[src/rtl/music_pkg.sv]
// Shared definitions for the melody sequencer.
//   - Field widths of a score entry {dur, note}
//   - Special note codes (rest, end-of-song)
//   - NOTE_PRESET: tone divider terminal count per note code
//   - Sequencer FSM state encoding
package music_pkg;

    localparam int NOTE_W   = 5;
    localparam int PRESET_W = 11;
    localparam int DUR_W    = 4;
    localparam int ENTRY_W  = DUR_W + NOTE_W;

    localparam logic [NOTE_W-1:0] NOTE_REST = 5'd0;
    localparam logic [NOTE_W-1:0] NOTE_END  = 5'd31;
    localparam logic [NOTE_W-1:0] NOTE_TOP  = 5'd21;

    // Codes 1..21 are C..B over three octaves; every other code is silent.
    localparam logic [PRESET_W-1:0] NOTE_PRESET [0:31] = '{
        11'd0,
        11'd1911, 11'd1703, 11'd1517, 11'd1432, 11'd1275, 11'd1136, 11'd1012,
        11'd955,  11'd851,  11'd758,  11'd716,  11'd638,  11'd568,  11'd506,
        11'd477,  11'd425,  11'd379,  11'd358,  11'd319,  11'd284,  11'd253,
        11'd0, 11'd0, 11'd0, 11'd0, 11'd0, 11'd0, 11'd0, 11'd0, 11'd0, 11'd0
    };

    typedef enum logic [1:0] {
        ST_IDLE  = 2'd0,
        ST_FETCH = 2'd1,
        ST_LOAD  = 2'd2,
        ST_PLAY  = 2'd3
    } seq_state_t;

    function automatic logic is_tone(input logic [NOTE_W-1:0] code);
        return (code != NOTE_REST) && (code <= NOTE_TOP);
    endfunction

endpackage

[src/rtl/note_sequencer_if.sv]
// Control and note-output bundle of the melody sequencer.
//   master: drives start/stop/loop_en/tempo_sel, observes note outputs
//   slave : the sequencer itself
interface note_sequencer_if #(
    parameter int ADDR_W = 6
);
    import music_pkg::*;

    logic                start;
    logic                stop;
    logic                loop_en;
    logic [1:0]          tempo_sel;
    logic [PRESET_W-1:0] max_preset;
    logic                tone_en;
    logic [NOTE_W-1:0]   note_code;
    logic [ADDR_W-1:0]   note_addr;
    logic                busy;
    logic                song_done;

    modport master (
        output start, stop, loop_en, tempo_sel,
        input  max_preset, tone_en, note_code, note_addr, busy, song_done
    );

    modport slave (
        input  start, stop, loop_en, tempo_sel,
        output max_preset, tone_en, note_code, note_addr, busy, song_done
    );

endinterface

[src/rtl/score_rom.sv]
// Synchronous score ROM, one-cycle read latency.
//   clk  : read clock
//   addr : entry address
//   data : entry {dur, note}, valid the cycle after addr is presented
// Contents come from the INIT vector, entry i at INIT[i*WIDTH +: WIDTH].
module score_rom #(
    parameter int                     DEPTH  = 64,
    parameter int                     ADDR_W = 6,
    parameter int                     WIDTH  = 9,
    parameter logic [DEPTH*WIDTH-1:0] INIT   = '1
) (
    input  logic              clk,
    input  logic [ADDR_W-1:0] addr,
    output logic [WIDTH-1:0]  data
);

    always_ff @(posedge clk) begin
        data <= INIT[int'(addr)*WIDTH +: WIDTH];
    end

endmodule

[src/rtl/note_sequencer.sv]
// Score-driven melody sequencer feeding the tone clock divider.
//   clk, rst_n : system clock, async active-low reset
//   bus        : start/stop/loop_en/tempo_sel in; max_preset, tone_en,
//                note_code, note_addr, busy, song_done out
//
// state | meaning
// IDLE  | stopped, waiting for start
// FETCH | note_addr presented to the score ROM
// LOAD  | ROM entry valid; latch note or handle END
// PLAY  | counting beat ticks for the current note
module note_sequencer
    import music_pkg::*;
#(
    parameter int                         BEAT_DIV = 12500000,
    parameter int                         SONG_LEN = 64,
    parameter int                         ADDR_W   = 6,
    parameter logic [SONG_LEN*ENTRY_W-1:0] SCORE   = '1
) (
    input  logic clk,
    input  logic rst_n,
    note_sequencer_if.slave bus
);

    localparam int CNT_W = $clog2(BEAT_DIV);

    seq_state_t          state, state_next;
    logic [ENTRY_W-1:0]  rom_data;
    logic [NOTE_W-1:0]   rom_note;
    logic [DUR_W-1:0]    rom_dur;
    logic [CNT_W-1:0]    beat_cnt;
    logic [31:0]         beat_term;
    logic [DUR_W-1:0]    remaining;
    logic [ADDR_W-1:0]   note_addr;
    logic [PRESET_W-1:0] max_preset;
    logic [NOTE_W-1:0]   note_code;
    logic                tone_en;
    logic                song_done;
    logic                is_end, at_last, addr_zero, tick, last_beat;
    logic                do_start, do_load, do_wrap, do_done, do_next, busy;

    score_rom #(
        .DEPTH  (SONG_LEN),
        .ADDR_W (ADDR_W),
        .WIDTH  (ENTRY_W),
        .INIT   (SCORE)
    ) u_rom (
        .clk  (clk),
        .addr (note_addr),
        .data (rom_data)
    );

    assign rom_note  = rom_data[NOTE_W-1:0];
    assign rom_dur   = rom_data[ENTRY_W-1:NOTE_W];
    assign is_end    = (rom_note == NOTE_END);
    assign addr_zero = (note_addr == '0);
    assign at_last   = (note_addr == ADDR_W'(SONG_LEN - 1));

    // >= rather than == so a faster tempo never strands the counter above
    // the new terminal count.
    assign beat_term = (32'(BEAT_DIV) >> bus.tempo_sel) - 32'd1;
    assign tick      = (state == ST_PLAY) && (32'(beat_cnt) >= beat_term);
    assign last_beat = tick && (remaining <= DUR_W'(1));

    always_ff @(posedge clk or negedge rst_n) begin
        if (!rst_n) state <= ST_IDLE;
        else        state <= state_next;
    end

    always_comb begin
        state_next = state;
        if (bus.stop) begin
            state_next = ST_IDLE;
        end else begin
            case (state)
                ST_IDLE:  if (bus.start) state_next = ST_FETCH;
                ST_FETCH: state_next = ST_LOAD;
                ST_LOAD: begin
                    if (!is_end)                      state_next = ST_PLAY;
                    else if (addr_zero || !bus.loop_en) state_next = ST_IDLE;
                    else                              state_next = ST_FETCH;
                end
                ST_PLAY: begin
                    if (last_beat)
                        state_next = (at_last && !bus.loop_en) ? ST_IDLE : ST_FETCH;
                end
                default: state_next = ST_IDLE;
            endcase
        end
    end

    // The last score slot ending behaves exactly like reading END there.
    always_comb begin
        busy     = (state != ST_IDLE);
        do_start = (state == ST_IDLE) && bus.start && !bus.stop;
        do_load  = (state == ST_LOAD) && !is_end && !bus.stop;
        do_wrap  = !bus.stop && bus.loop_en &&
                   (((state == ST_LOAD) && is_end && !addr_zero) || (last_beat && at_last));
        do_done  = !bus.stop &&
                   (((state == ST_LOAD) && is_end && (addr_zero || !bus.loop_en)) ||
                    (last_beat && at_last && !bus.loop_en));
        do_next  = !bus.stop && last_beat && !at_last;
    end

    always_ff @(posedge clk or negedge rst_n) begin
        if (!rst_n) begin
            beat_cnt   <= '0;
            remaining  <= '0;
            note_addr  <= '0;
            max_preset <= '0;
            note_code  <= '0;
            tone_en    <= 1'b0;
            song_done  <= 1'b0;
        end else begin
            song_done <= do_done;
            if (bus.stop) begin
                max_preset <= '0;
                note_code  <= '0;
                tone_en    <= 1'b0;
            end else if (do_start) begin
                note_addr <= '0;
                beat_cnt  <= '0;
            end else if (do_load) begin
                note_code  <= rom_note;
                max_preset <= NOTE_PRESET[rom_note];
                tone_en    <= is_tone(rom_note);
                remaining  <= (rom_dur == '0) ? DUR_W'(1) : rom_dur;
                beat_cnt   <= '0;
            end else begin
                if (do_wrap) note_addr <= '0;
                if (do_next) note_addr <= note_addr + ADDR_W'(1);
                if (do_done) tone_en   <= 1'b0;
                if (state == ST_PLAY) begin
                    if (tick) begin
                        beat_cnt  <= '0;
                        remaining <= remaining - DUR_W'(1);
                    end else begin
                        beat_cnt <= beat_cnt + CNT_W'(1);
                    end
                end
            end
        end
    end

    assign bus.max_preset = max_preset;
    assign bus.tone_en    = tone_en;
    assign bus.note_code  = note_code;
    assign bus.note_addr  = note_addr;
    assign bus.busy       = busy;
    assign bus.song_done  = song_done;

endmodule

[src/flat_wrapper.sv]
// flat-port wrapper written by rule: the top's interface ports become plain ports
module note_sequencer_flat import music_pkg::*;
#(
    parameter int                         BEAT_DIV = 12500000,
    parameter int                         SONG_LEN = 64,
    parameter int                         ADDR_W   = 6,
    parameter logic [SONG_LEN*ENTRY_W-1:0] SCORE   = '1
)
  (clk, rst_n, bus_start, bus_stop, bus_loop_en, bus_tempo_sel, bus_max_preset, bus_tone_en, bus_note_code, bus_note_addr, bus_busy, bus_song_done);
  note_sequencer_if #(.ADDR_W(ADDR_W)) bus_i ();
  input  logic clk;
  input  logic rst_n;
  input wire logic [$bits(bus_i.start)-1:0] bus_start;
  input wire logic [$bits(bus_i.stop)-1:0] bus_stop;
  input wire logic [$bits(bus_i.loop_en)-1:0] bus_loop_en;
  input wire logic [$bits(bus_i.tempo_sel)-1:0] bus_tempo_sel;
  output wire logic [$bits(bus_i.max_preset)-1:0] bus_max_preset;
  output wire logic [$bits(bus_i.tone_en)-1:0] bus_tone_en;
  output wire logic [$bits(bus_i.note_code)-1:0] bus_note_code;
  output wire logic [$bits(bus_i.note_addr)-1:0] bus_note_addr;
  output wire logic [$bits(bus_i.busy)-1:0] bus_busy;
  output wire logic [$bits(bus_i.song_done)-1:0] bus_song_done;
  assign bus_i.start = bus_start;
  assign bus_i.stop = bus_stop;
  assign bus_i.loop_en = bus_loop_en;
  assign bus_i.tempo_sel = bus_tempo_sel;
  assign bus_max_preset = bus_i.max_preset;
  assign bus_tone_en = bus_i.tone_en;
  assign bus_note_code = bus_i.note_code;
  assign bus_note_addr = bus_i.note_addr;
  assign bus_busy = bus_i.busy;
  assign bus_song_done = bus_i.song_done;
  note_sequencer #(.BEAT_DIV(BEAT_DIV), .SONG_LEN(SONG_LEN), .ADDR_W(ADDR_W), .SCORE(SCORE)) u_core (.clk(clk), .rst_n(rst_n), .bus(bus_i));
endmodule
[config.mk]
export PLATFORM = sky130hd
export DESIGN_NAME = note_sequencer_flat
export DESIGN_NICKNAME = d
export VERILOG_FILES = /design/src/rtl/music_pkg.sv /design/src/rtl/note_sequencer_if.sv /design/src/rtl/score_rom.sv /design/src/rtl/note_sequencer.sv /design/src/flat_wrapper.sv
export SDC_FILE = /design/constraint.sdc
export NUM_CORES = 1
export LEC_CHECK = 0
export CAP_MARGIN = 20
export CORE_MARGIN = 2
export CORE_UTILIZATION = 45
export CTS_CLUSTER_DIAMETER = 120
export CTS_CLUSTER_SIZE = 28
export DETAILED_ROUTE_END_ITERATION = 16
export GPL_ROUTABILITY_DRIVEN = 0
export GPL_TIMING_DRIVEN = 1
export PLACE_DENSITY = 0.6
export SLEW_MARGIN = 20
export SYNTH_ARGS = -nofsm -noshare
export SYNTH_HDL_FRONTEND = slang
export SYNTH_HIERARCHICAL = 1
export SYNTH_SLANG_ARGS = --single-unit
[constraint.sdc]
create_clock -name clk -period 3.3 [get_ports clk]
set_input_delay 0.99 -clock clk [delete_from_list [all_inputs] [get_ports clk]]
set_output_delay 0.99 -clock clk [all_outputs]
set_load 0.01 [all_outputs]
==> results.rst <==
.. list-table::
   :header-rows: 1

   * - Metric
     - Value
   * - Count of buffers inserted at the top-level ports
     - 31
   * - Clock insertion delay at the later pin of the skew report
     - 0.31 ns
   * - Final count of pins violating max slew
     - 0
   * - Worst-margin pin slew
     - 0.7916 ns
   * - TritonCTS clock tree
     - done
   * - Unrepaired setup endpoints after global routing
     - true
   * - Via Count
     - 3529
   * - Number of global-route vias before repair
     - 3410
   * - Power Dens Cells
     - 349.9 nW/µm²
   * - Number of detailed-routing iterations run before antenna repair
     - 5
   * - Detailed-route vias per instance
     - 5.674
   * - Estimated wirelength of the detail-placed design
     - 6.964 mm
   * - Post-layout minimum cycle time
     - 3.170 ns
   * - Count of nets left with antenna violations after detail routing
     - 0
   * - Wire length after detailed routing
     - 9.663 mm
   * - Filler Cells Inserted
     - 826
   * - Average footprint of a synthesized cell
     - 8.444 µm²
   * - Crit path required time
     - 3.51 ns
   * - Largest vdd supply drop
     - 0.0002037 V
   * - Primary flip-flop cell chosen by synthesis mapping
     - sky130_fd_sc_hd__dfrtp_1
   * - Maximum capacitance violations
     - 0
   * - Final #Nets
     - 553
   * - Die Width
     - 97.81 µm
   * - Library cells used by synthesis
     - 63
   * - DP Area
     - 4461 µm²
   * - Count of unresolved DRC violations after routing
     - 0
   * - Biggest area consumer among synthesized cells
     - sky130_fd_sc_hd__dfrtp_1
   * - Worst hold stages
     - 2
   * - Register clock-pin slew on the reported worst setup and hold paths
     - 0.11 ns
   * - Critical path class
     - in -> reg
   * - Die extent in y
     - 97.81 µm
   * - Area growth from synthesis to layout
     - 16.90%
   * - Maximum clock path buffer count
     - 2
   * - Total power
     - 1.620 mW
   * - Share of synthesized flip-flops with an asynchronous set or reset
     - 1.000
   * - Final Hold Violating Endpoints
     - 0
   * - FF+latch count, synth
     - 54
   * - Register area
     - 1351 µm²
   * - Crit start category
     - primary input
   * - Fraction of final layout cells sized beyond drive strength 1
     - 0.1070
   * - Endpoint type of the worst setup path
     - flip-flop
   * - Post-cts hold buffer count
     - 0
   * - Cell row count
     - 34
   * - Class of the tightest hold or removal check
     - reg -> reg
   * - Most frequent standard cell in the layout excluding fill and tap cells
     - sky130_fd_sc_hd__dfrtp_1
   * - Top achievable clock speed
     - 0.3154 GHz
   * - CTS sink count
     - 54
   * - Multi-input logic area
     - 2427 µm²
   * - Depth of the worst register-to-register path
     - 9
   * - Inserted Diodes
     - 0
   * - Die area
     - 9567 µm²
   * - Worst-case clock skew
     - 0.01133 ns
   * - Crit path max fanout
     - 5
   * - Gr usage total
     - 0.2118
   * - Setup slack of the most critical reg-to-reg path
     - 0.81 ns
   * - Cts bufs inserted
     - 5
   * - Relative slew slack
     - 0.4717
   * - Initial core utilization
     - 0.4586
   * - Final Setup Violations
     - 0
   * - Worst EP arrival
     - 3.38 ns
   * - Pin count of the biggest net entering global routing
     - 37
   * - Synth Cell Area
     - 3960 µm²
   * - Commonest non-fill, non-tap cells in the layout
     - sky130_fd_sc_hd__dfrtp_1, sky130_fd_sc_hd__nor2_1, sky130_fd_sc_hd__nand2_1
   * - Main area contributors after synthesis
     - sky130_fd_sc_hd__dfrtp_1, sky130_fd_sc_hd__ha_1, sky130_fd_sc_hd__nand2_1
   * - Result of the run
     - finished clean
   * - Leakage power of the design
     - 2.072 nW
   * - Remaining Overflow, GRT
     - 0
   * - Share of synthesized area occupied by flip-flops and latches
     - 0.3412
   * - Core footprint
     - 8636 µm²
   * - I/O Pins
     - 32
   * - YS warnings
     - 6
   * - Fraction of the cycle the final worst path needs
     - 0.9607
   * - Wire per inst
     - 15.54 µm
   * - Clock Root Buffer
     - sky130_fd_sc_hd__clkbuf_8
   * - Cells after synthesis
     - 469
   * - H-tree levels
     - 2
   * - Global-route wire length before repair
     - 16.88 mm
   * - Area of all placed cells without fillers
     - 4629 µm²
   * - Number of enable-type register cells in the synthesized netlist
     - 0
   * - Yosys top cell area share
     - 0.3412
   * - Initial antenna violation count
     - 0
   * - Initial drt markers
     - 142
==> worst max-delay path: stages <==
cell	delay, ns
sky130_fd_sc_hd__dlygate4sd2_1	0.26
sky130_fd_sc_hd__buf_4	0.14
sky130_fd_sc_hd__nand2_1	0.07
sky130_fd_sc_hd__inv_1	0.07
sky130_fd_sc_hd__ha_1	0.27
sky130_fd_sc_hd__nand3_1	0.12
sky130_fd_sc_hd__nor4_4	0.31
sky130_fd_sc_hd__a211oi_2	0.12
sky130_fd_sc_hd__buf_4	0.16
sky130_fd_sc_hd__buf_4	0.14
sky130_fd_sc_hd__a31oi_2	0.29
sky130_fd_sc_hd__nor2_1	0.15
sky130_fd_sc_hd__a32o_1	0.28
==> cell usage after synthesis (all sizes together) (3+ instances only) <==
cell type,instances
nand3,16
or3,3
or2,3
clkbuf,14
o211ai,9
ha,33
dfrtp,54
nor4,3
and4,4
nor3,9
xor2,11
inv,23
a221o,3
a32o,3
xnor2,4
and3,9
nand4,14
o31ai,5
nor2,52
o21ai,27
nand2b,9
nor2b,6
conb,3
a211oi,5
o22ai,3
a21oi,38
a31oi,4
nand2,51
or4,5
buf,16
==> stage by stage <==
stage / setup WS, ns / setup TNS (ns) / instances / hold WS (ns) / utilization
3_5_place_dp: -0.6289 / -17.66 / 612 / 0.5112 / 0.5165
3_3_place_gp: -0.5881 / -16.38 / 612 / 0.5003 / 0.5165
5_1_grt: -0.01667 / -0.03168 / 622 / 0.5561 / 0.5361
4_1_cts: 0.09616 / 0 / 620 / 0.5278 / 0.5314
6_report: 0.1296 / 0 / 622 / 0.5255 / 0.5361
2_1_floorplan: 0.1808 / 0 / 479 / 0.5109 / -
==> worst paths after layout <==
kind                                    startpoint                        to
hold / removal             u_core/bus.note_code[0]   u_core/bus.note_code[0]
max in group asynchronous                    rst_n  u_core/bus.max_preset[4]
setup reg to reg                u_core/beat_cnt[9]        u_core/beat_cnt[6]
setup / recovery                  bus_tempo_sel[0]        u_core/beat_cnt[8]
hold reg to reg            u_core/bus.note_code[0]   u_core/bus.note_code[0]
min in group asynchronous                    rst_n   u_core/bus.note_addr[1]
==> flip-flops by register name, indices dropped and copies added, names as in the netlist <==
signal and flops:
u_core/beat_cnt 24, u_core/bus.note_addr 6, u_core/remaining 4, u_core/bus.note_code 5
u_core/bus.max_preset 11, u_core/bus.tone_en 1, u_core/bus.song_done 1, u_core/state 2
==> area by class of cell <==
class | instances | area share
Timing Repair Buffer | 56 | 0.1116
Clock buffer | 5 | 0.01486
Clock inverter | 3 | 0.009459
Tap cell | 108 | 0.02919
Multi-Input combinational cell | 373 | 0.5243
Sequential cell | 54 | 0.2919
Inverter | 23 | 0.01865
==> per-layer routing <==
layer	up-vias	track usage	share of wire
li1	1755	-	-
met4	0	0.05342	0.013
met3	9	0.03579	0.038
met2	72	0.3517	0.49
met5	-	0	0
met1	1693	0.2901	0.46
==> cells by family after synthesis <==
| group | Yosys count | share of synthesized area |
|---|---|---|
| simple gates | 193 | 0.2461 |
| compound gates | 116 | 0.2019 |
| flops | 54 | 0.3412 |
| buf+inv | 53 | 0.06477 |
| fa+ha+maj | 33 | 0.1043 |
| xor+xnor | 15 | 0.03317 |
| other cells | 3 | 0.002843 |
| mux | 2 | 0.005687 |
==> power breakdown <==
group	internal (mW)	total [mW]	switching [mW]	leakage, nW
registers	0.715	0.763	0.0485	0.737
clock network	0.228	0.458	0.230	0.0585
logic	0.166	0.399	0.232	1.28
total	1.11	1.62	0.511	2.07
==> repair_timing <==
action	4_1_cts	5_1_grt
resized for setup	5	4
endpoints found under the setup margin	30	19
gates cloned	0	1
buffers inserted	0	1
pin swaps	2	2
endpoints found under the hold margin	0	0
Power figures use the tool's default switching activity.
